--- src/rtl/nv_nvdla_csb2apb_pkg.sv ---
// Shared types and constants for the CSB-to-APB bridge.
// Holds the FSM state encoding, the fixed error read-data values and address helpers.
package nv_nvdla_csb2apb_pkg;

    typedef enum logic [1:0] {
        ST_IDLE   = 2'd0,
        ST_SETUP  = 2'd1,
        ST_ACCESS = 2'd2,
        ST_RESP   = 2'd3
    } state_e;

    localparam logic [31:0] TIMEOUT_RDATA = 32'hFFFF_FFFF;
    localparam logic [31:0] ERR_RDATA     = 32'h0000_0000;

    // CSB addresses are 32-bit word addresses; APB wants bytes. Wraps modulo 2^32.
    function automatic logic [31:0] csb_to_apb_addr(input logic [31:0] base,
                                                    input logic [15:0] word_addr);
        return base + {14'd0, word_addr, 2'b00};
    endfunction

    // Counter width for a given limit; a disabled timeout still needs a 1-bit port.
    function automatic int tmo_width(input int limit);
        return (limit > 0) ? $clog2(limit + 1) : 1;
    endfunction

endpackage

--- src/rtl/nv_nvdla_csb2apb_tmo.sv ---
// ACCESS-phase wait counter: counts enabled cycles and flags the one that reaches the limit.
// A limit of zero never expires.
module nv_nvdla_csb2apb_tmo
    import nv_nvdla_csb2apb_pkg::*;
#(
    parameter int W = 8
) (
    input  logic         i_clk,
    input  logic         i_rst,
    input  logic         i_clear,
    input  logic         i_enable,
    input  logic [W-1:0] i_limit,
    output logic         o_expired
);

    logic [W-1:0] r_count;
    logic [W:0]   w_next;

    assign w_next    = {1'b0, r_count} + {{W{1'b0}}, 1'b1};
    // Expiry is seen in the same cycle as the limit-th stalled cycle so the FSM leaves on time.
    assign o_expired = i_enable && (i_limit != '0) && (w_next == {1'b0, i_limit});

    always_ff @(posedge i_clk) begin
        if (i_rst || i_clear) begin
            r_count <= '0;
        end else if (i_enable && !o_expired) begin
            r_count <= w_next[W-1:0];
        end
    end

endmodule

--- src/rtl/nv_nvdla_csb2apb.sv ---
// CSB slave to APB master bridge: one outstanding transfer, optional ACCESS-phase timeout,
// read-data / non-posted write completion pulses and an error pulse on pslverr or timeout.
module nv_nvdla_csb2apb
    import nv_nvdla_csb2apb_pkg::*;
#(
    parameter logic [31:0] BASE_ADDR = 32'h0000_0000,
    parameter int          TIMEOUT   = 255
) (
    input  logic        pclk,
    input  logic        prst,
    input  logic        csb2nvdla_valid,
    output logic        csb2nvdla_ready,
    input  logic [15:0] csb2nvdla_addr,
    input  logic [31:0] csb2nvdla_wdat,
    input  logic        csb2nvdla_write,
    input  logic        csb2nvdla_nposted,
    output logic        nvdla2csb_valid,
    output logic [31:0] nvdla2csb_data,
    output logic        nvdla2csb_wr_complete,
    output logic        psel,
    output logic        penable,
    output logic        pwrite,
    output logic [31:0] paddr,
    output logic [31:0] pwdata,
    input  logic [31:0] prdata,
    input  logic        pready,
    input  logic        pslverr,
    output logic        apb_err
);

    localparam int                TMO_W     = tmo_width(TIMEOUT);
    localparam logic [TMO_W-1:0] TMO_LIMIT = TMO_W'(TIMEOUT);

    state_e      r_state;
    state_e      w_next_state;

    logic [31:0] r_paddr;
    logic [31:0] r_pwdata;
    logic        r_pwrite;
    logic        r_nposted;
    logic [31:0] r_rdata;
    logic        r_err;

    logic        w_handshake;
    logic        w_tmo_clear;
    logic        w_tmo_enable;
    logic        w_tmo_expired;

    assign w_handshake  = csb2nvdla_valid && (r_state == ST_IDLE);
    assign w_tmo_clear  = (r_state != ST_ACCESS);
    assign w_tmo_enable = (r_state == ST_ACCESS) && !pready;

    nv_nvdla_csb2apb_tmo #(
        .W (TMO_W)
    ) u_tmo (
        .i_clk     (pclk),
        .i_rst     (prst),
        .i_clear   (w_tmo_clear),
        .i_enable  (w_tmo_enable),
        .i_limit   (TMO_LIMIT),
        .o_expired (w_tmo_expired)
    );

    always_ff @(posedge pclk) begin
        if (prst) begin
            r_state <= ST_IDLE;
        end else begin
            r_state <= w_next_state;
        end
    end

    always_comb begin
        w_next_state          = r_state;
        csb2nvdla_ready       = 1'b0;
        psel                  = 1'b0;
        penable               = 1'b0;
        nvdla2csb_valid       = 1'b0;
        nvdla2csb_data        = '0;
        nvdla2csb_wr_complete = 1'b0;
        apb_err               = 1'b0;
        case (r_state)
            ST_IDLE: begin
                csb2nvdla_ready = 1'b1;
                if (csb2nvdla_valid) begin
                    w_next_state = ST_SETUP;
                end
            end
            ST_SETUP: begin
                psel         = 1'b1;
                w_next_state = ST_ACCESS;
            end
            ST_ACCESS: begin
                psel    = 1'b1;
                penable = 1'b1;
                if (pready || w_tmo_expired) begin
                    w_next_state = ST_RESP;
                end
            end
            ST_RESP: begin
                nvdla2csb_valid       = !r_pwrite;
                nvdla2csb_data        = r_pwrite ? '0 : r_rdata;
                nvdla2csb_wr_complete = r_pwrite && r_nposted;
                apb_err               = r_err;
                w_next_state          = ST_IDLE;
            end
            default: begin
                w_next_state = ST_IDLE;
            end
        endcase
    end

    // Request fields are frozen at the handshake so APB signals hold through ACCESS.
    always_ff @(posedge pclk) begin
        if (prst) begin
            r_paddr   <= '0;
            r_pwdata  <= '0;
            r_pwrite  <= 1'b0;
            r_nposted <= 1'b0;
            r_rdata   <= '0;
            r_err     <= 1'b0;
        end else if (w_handshake) begin
            r_paddr   <= csb_to_apb_addr(BASE_ADDR, csb2nvdla_addr);
            r_pwdata  <= csb2nvdla_write ? csb2nvdla_wdat : '0;
            r_pwrite  <= csb2nvdla_write;
            r_nposted <= csb2nvdla_nposted;
            r_rdata   <= '0;
            r_err     <= 1'b0;
        end else if (r_state == ST_ACCESS) begin
            if (pready) begin
                r_rdata <= pslverr ? ERR_RDATA : prdata;
                r_err   <= pslverr;
            end else if (w_tmo_expired) begin
                r_rdata <= TIMEOUT_RDATA;
                r_err   <= 1'b1;
            end
        end
    end

    assign paddr  = r_paddr;
    assign pwdata = r_pwdata;
    assign pwrite = r_pwrite;

endmodule

--- config.mk ---
export PLATFORM = sky130hd
export DESIGN_NAME = nv_nvdla_csb2apb
export DESIGN_NICKNAME = d
export VERILOG_FILES = /design/src/rtl/nv_nvdla_csb2apb_pkg.sv /design/src/rtl/nv_nvdla_csb2apb_tmo.sv /design/src/rtl/nv_nvdla_csb2apb.sv
export SDC_FILE = /design/constraint.sdc
export NUM_CORES = 1
export LEC_CHECK = 0
export CAP_MARGIN = 20
export CORE_ASPECT_RATIO = 0.5
export CORE_UTILIZATION = 42
export DETAILED_ROUTE_END_ITERATION = 10
export GPL_TIMING_DRIVEN = 0
export HOLD_SLACK_MARGIN = 0.06
export PLACE_DENSITY = 0.89
export SYNTH_ARGS = -nofsm -noshare
export SYNTH_HDL_FRONTEND = slang
export SYNTH_SLANG_ARGS = --single-unit
--- constraint.sdc ---
create_clock -name pclk -period 2.8 [get_ports pclk]
set_clock_uncertainty 0.15 [all_clocks]
set_input_delay 0.56 -clock pclk [delete_from_list [all_inputs] [get_ports pclk]]
set_output_delay 0.56 -clock pclk [all_outputs]
set_load 0.03 [all_outputs]
==> impl_metrics.env <==
export IMPL_yosys_area_top_type="dfxtp_1"
export IMPL_rows=25
export IMPL_cp_max_fo=6
export IMPL_grt_ovfl_total=0
export IMPL_clkSlewWorstSetupHoldPaths_ns=0.06
export IMPL_syn_avg_cell_area_um2=9.056
export IMPL_synthArstFlopShare=0
export IMPL_worstSkewPairLatency_ns=0.33
export IMPL_syn_area_um2=4193
export IMPL_core_um2=9572
export IMPL_cts_num_sinks=93
export IMPL_crit_type="register to output port"
export IMPL_post_cts_buffers=0
export IMPL_whs_ns=0.3037
export IMPL_min_period_ns=2.696
export IMPL_setup_viol=0
export IMPL_period_share=0.9627
export IMPL_sequentialPowerShare=0.394
export IMPL_drtPass1Iterations=4
export IMPL_min_path_type="register to register"
export IMPL_p_int_mw=2.593
export IMPL_critPathBufInv=1
export IMPL_synth_most_common_cell="dfxtp_1"
export IMPL_routed_via_density=4.960
export IMPL_dp_slack_ns=-0.1308
export IMPL_syn_inst=463
export IMPL_yosysSeqAreaShare=0.4440
export IMPL_required_ns=2.09
export IMPL_cpLargestDelayFamily="buffers and inverters"
export IMPL_ys_flop_type="dfxtp_1"
export IMPL_synthTopCellsByArea="dfxtp_1, a22o_1, o221ai_1"
export IMPL_worstMarginPinSlew_ns=0.7728
export IMPL_layout_nets=754
export IMPL_leakage_nw=2.475
export IMPL_wl_mm=11.66
export IMPL_max_vdd_ir_drop_uv=410.8
export IMPL_drive_above_1_share=0.1109
export IMPL_placed_area_um2=6150
export IMPL_clockPowerShare=0.298
export IMPL_sw_frac_of_total=0.3325
export IMPL_die_area_um2=10410
export IMPL_grt_max_degree=16
export IMPL_final_area_um2=6414
export IMPL_endpoint_kind="output port"
export IMPL_grt_pass1_vias=3867
export IMPL_p_per_area_nw_per_um2=605.6
export IMPL_grt_usage=0.2230
export IMPL_hold_viol_final=0
export IMPL_path_cells="ha_1 > nor2b_4 > and2_1 > clkdlybuf4s50_1"
export IMPL_ys_seq_elements=93
export IMPL_fmaxAchievable_mhz=371.0
export IMPL_place_congestion=0.8336
export IMPL_grt_pass1_wl_mm=18.14
export IMPL_antenna_found_initial=0
export IMPL_n_antenna_cell=0
export IMPL_antenna_left=0
export IMPL_cts_tree="done"
export IMPL_h_tree_depth=3
export IMPL_fin_ws_ns=0.1044
export IMPL_yosys_warnings=0
export IMPL_holdBufCountCts=0
export IMPL_drv_cap=0
export IMPL_drtIter0Drc=246
export IMPL_dieWidth_um=143.3
export IMPL_status="finished, final reports clean"
export IMPL_crit_slowest_cell="clkdlybuf4s50_1"
export IMPL_synth_top_area_frac=0.4440
export IMPL_clock_path_buffers=2
export IMPL_synth_common_cells="dfxtp_1, nand2_1, inv_1, nor2b_1, and2_1"
export IMPL_area_delta_synth_final_pct=52.97
export IMPL_fillCellCount=788
export IMPL_maxSlewHeadroom=0.4837
export IMPL_synth_edf_count=0
export IMPL_die_height_um=72.65
export IMPL_num_vias=3978
export IMPL_p_sw_mw=1.292
export IMPL_start_util=0.4380
export IMPL_max_stage_delay_ns=0.67
export IMPL_wl_per_cell_um=14.54
export IMPL_slew_violations=0
export IMPL_port_buffers=173
export IMPL_startpoint_type="register"
export IMPL_io_pins=190
export IMPL_critPathArrivalTime_ns=1.99
export IMPL_route_detailed_drc=0
export IMPL_cts_buffers=9
export IMPL_yosysUniqueCellTypes=37
export IMPL_p_comb_frac=0.307
export IMPL_hpwl_mm=8.628
export IMPL_root_buffer="clkbuf_16"
worst paths after layout:
kind | from | to | slack [ns] | depth (start not counted)
max | r_state[1]$_SDFFE_PP0P_ | nvdla2csb_data[1] | 0.10 | 4
min | paddr[13]$_SDFFE_PP0P_ | paddr[13]$_SDFFE_PP0P_ | 0.30 | 2
max reg2reg | r_state[0]$_SDFFE_PP0P_ | r_rdata[19]$_SDFFE_PP0P_ | 0.23 | 9
min reg2reg | paddr[13]$_SDFFE_PP0P_ | paddr[13]$_SDFFE_PP0P_ | 0.30 | 2
logic make-up (layout without fill, tap and decap cells):
kind of cell,after synthesis,after routing,synth area share
mux,4,4,0.009550
fa+ha+maj,5,5,0.01492
xor+xnor,4,4,0.008357
compound gates,129,129,0.2450
flops,93,93,0.4440
buf+inv,86,275,0.09729
other cells,1,16,0.0008944
simple gates,141,141,0.1799
through the flow:
| stage | std cells | setup TNS (ns) | power [mW] | utilization |
|---|---|---|---|---|
| 2_1_floorplan | 478 | 0 | 2.260 | - |
| 3_3_place_gp | 786 | -4.628 | 2.716 | 0.6425 |
| 3_5_place_dp | 786 | -8.047 | 2.746 | 0.6425 |
| 4_1_cts | 802 | 0 | 3.906 | 0.6693 |
| 5_1_grt | 802 | -0.04246 | 4.076 | 0.6701 |
| 6_report | 802 | 0 | 3.884 | 0.6701 |
power groups by stage:
stage               sequential [mW]  combinational, mW  clock, mW
finish                         1.53               1.19       1.16
detailed placement             1.56               1.19          0
CTS                            1.53               1.20       1.18
global placement               1.55               1.17          0
floorplan                      1.71              0.548          0
global route                   1.55               1.27       1.25
worst min-delay path, cell delays in order (launching register included):
cell and delay, ns:
dfxtp_1 0.31, nand2_1 0.05, a21oi_1 0.05
state kept, by name, summed over array words and instances (netlist names):
register       cells
pwdata            32
r_rdata           32
paddr             16
u_tmo.r_count      8
r_state            2
pwrite             1
r_err              1
r_nposted          1
timing repair:
item	4_1_cts	5_1_grt
setup endpoints to repair	33	32
pin swaps	0	0
resized for setup	34	2
cell type report:
class                   count  area (um^2)  share of cell area
plain buffers              48        269.0             0.04194
clock buffers              11        252.7             0.03941
clock inverters             5        35.03            0.005462
inverters                  38        142.6             0.02224
multi-input cells         299         1987              0.3098
flip-flops and latches     93         1862              0.2903
well taps                 135        168.9             0.02634
repair buffers            173         1697              0.2645
layout by cell type, fill, tap and decap left out, drive strengths merged, types with 30 or more instances in the layout:
cell type,synthesis,layout
clkbuf,25,36
dlygate4sd2,0,30
clkdlybuf4s50,0,142
dfxtp,93,93
nor2b,36,36
a21oi,53,53
nand2,45,45
inv,38,38
a22o,32,32
and2,34,34
o221ai,32,32
routing by layer:
metal  wire [um]  part of all wire  track usage
met4         265             0.023      0.08511
met5           0                 0            0
met3         720             0.062      0.06824
met2        5768              0.49       0.3924
met1        4905              0.42       0.2584
(Power assumes the default switching activity.)
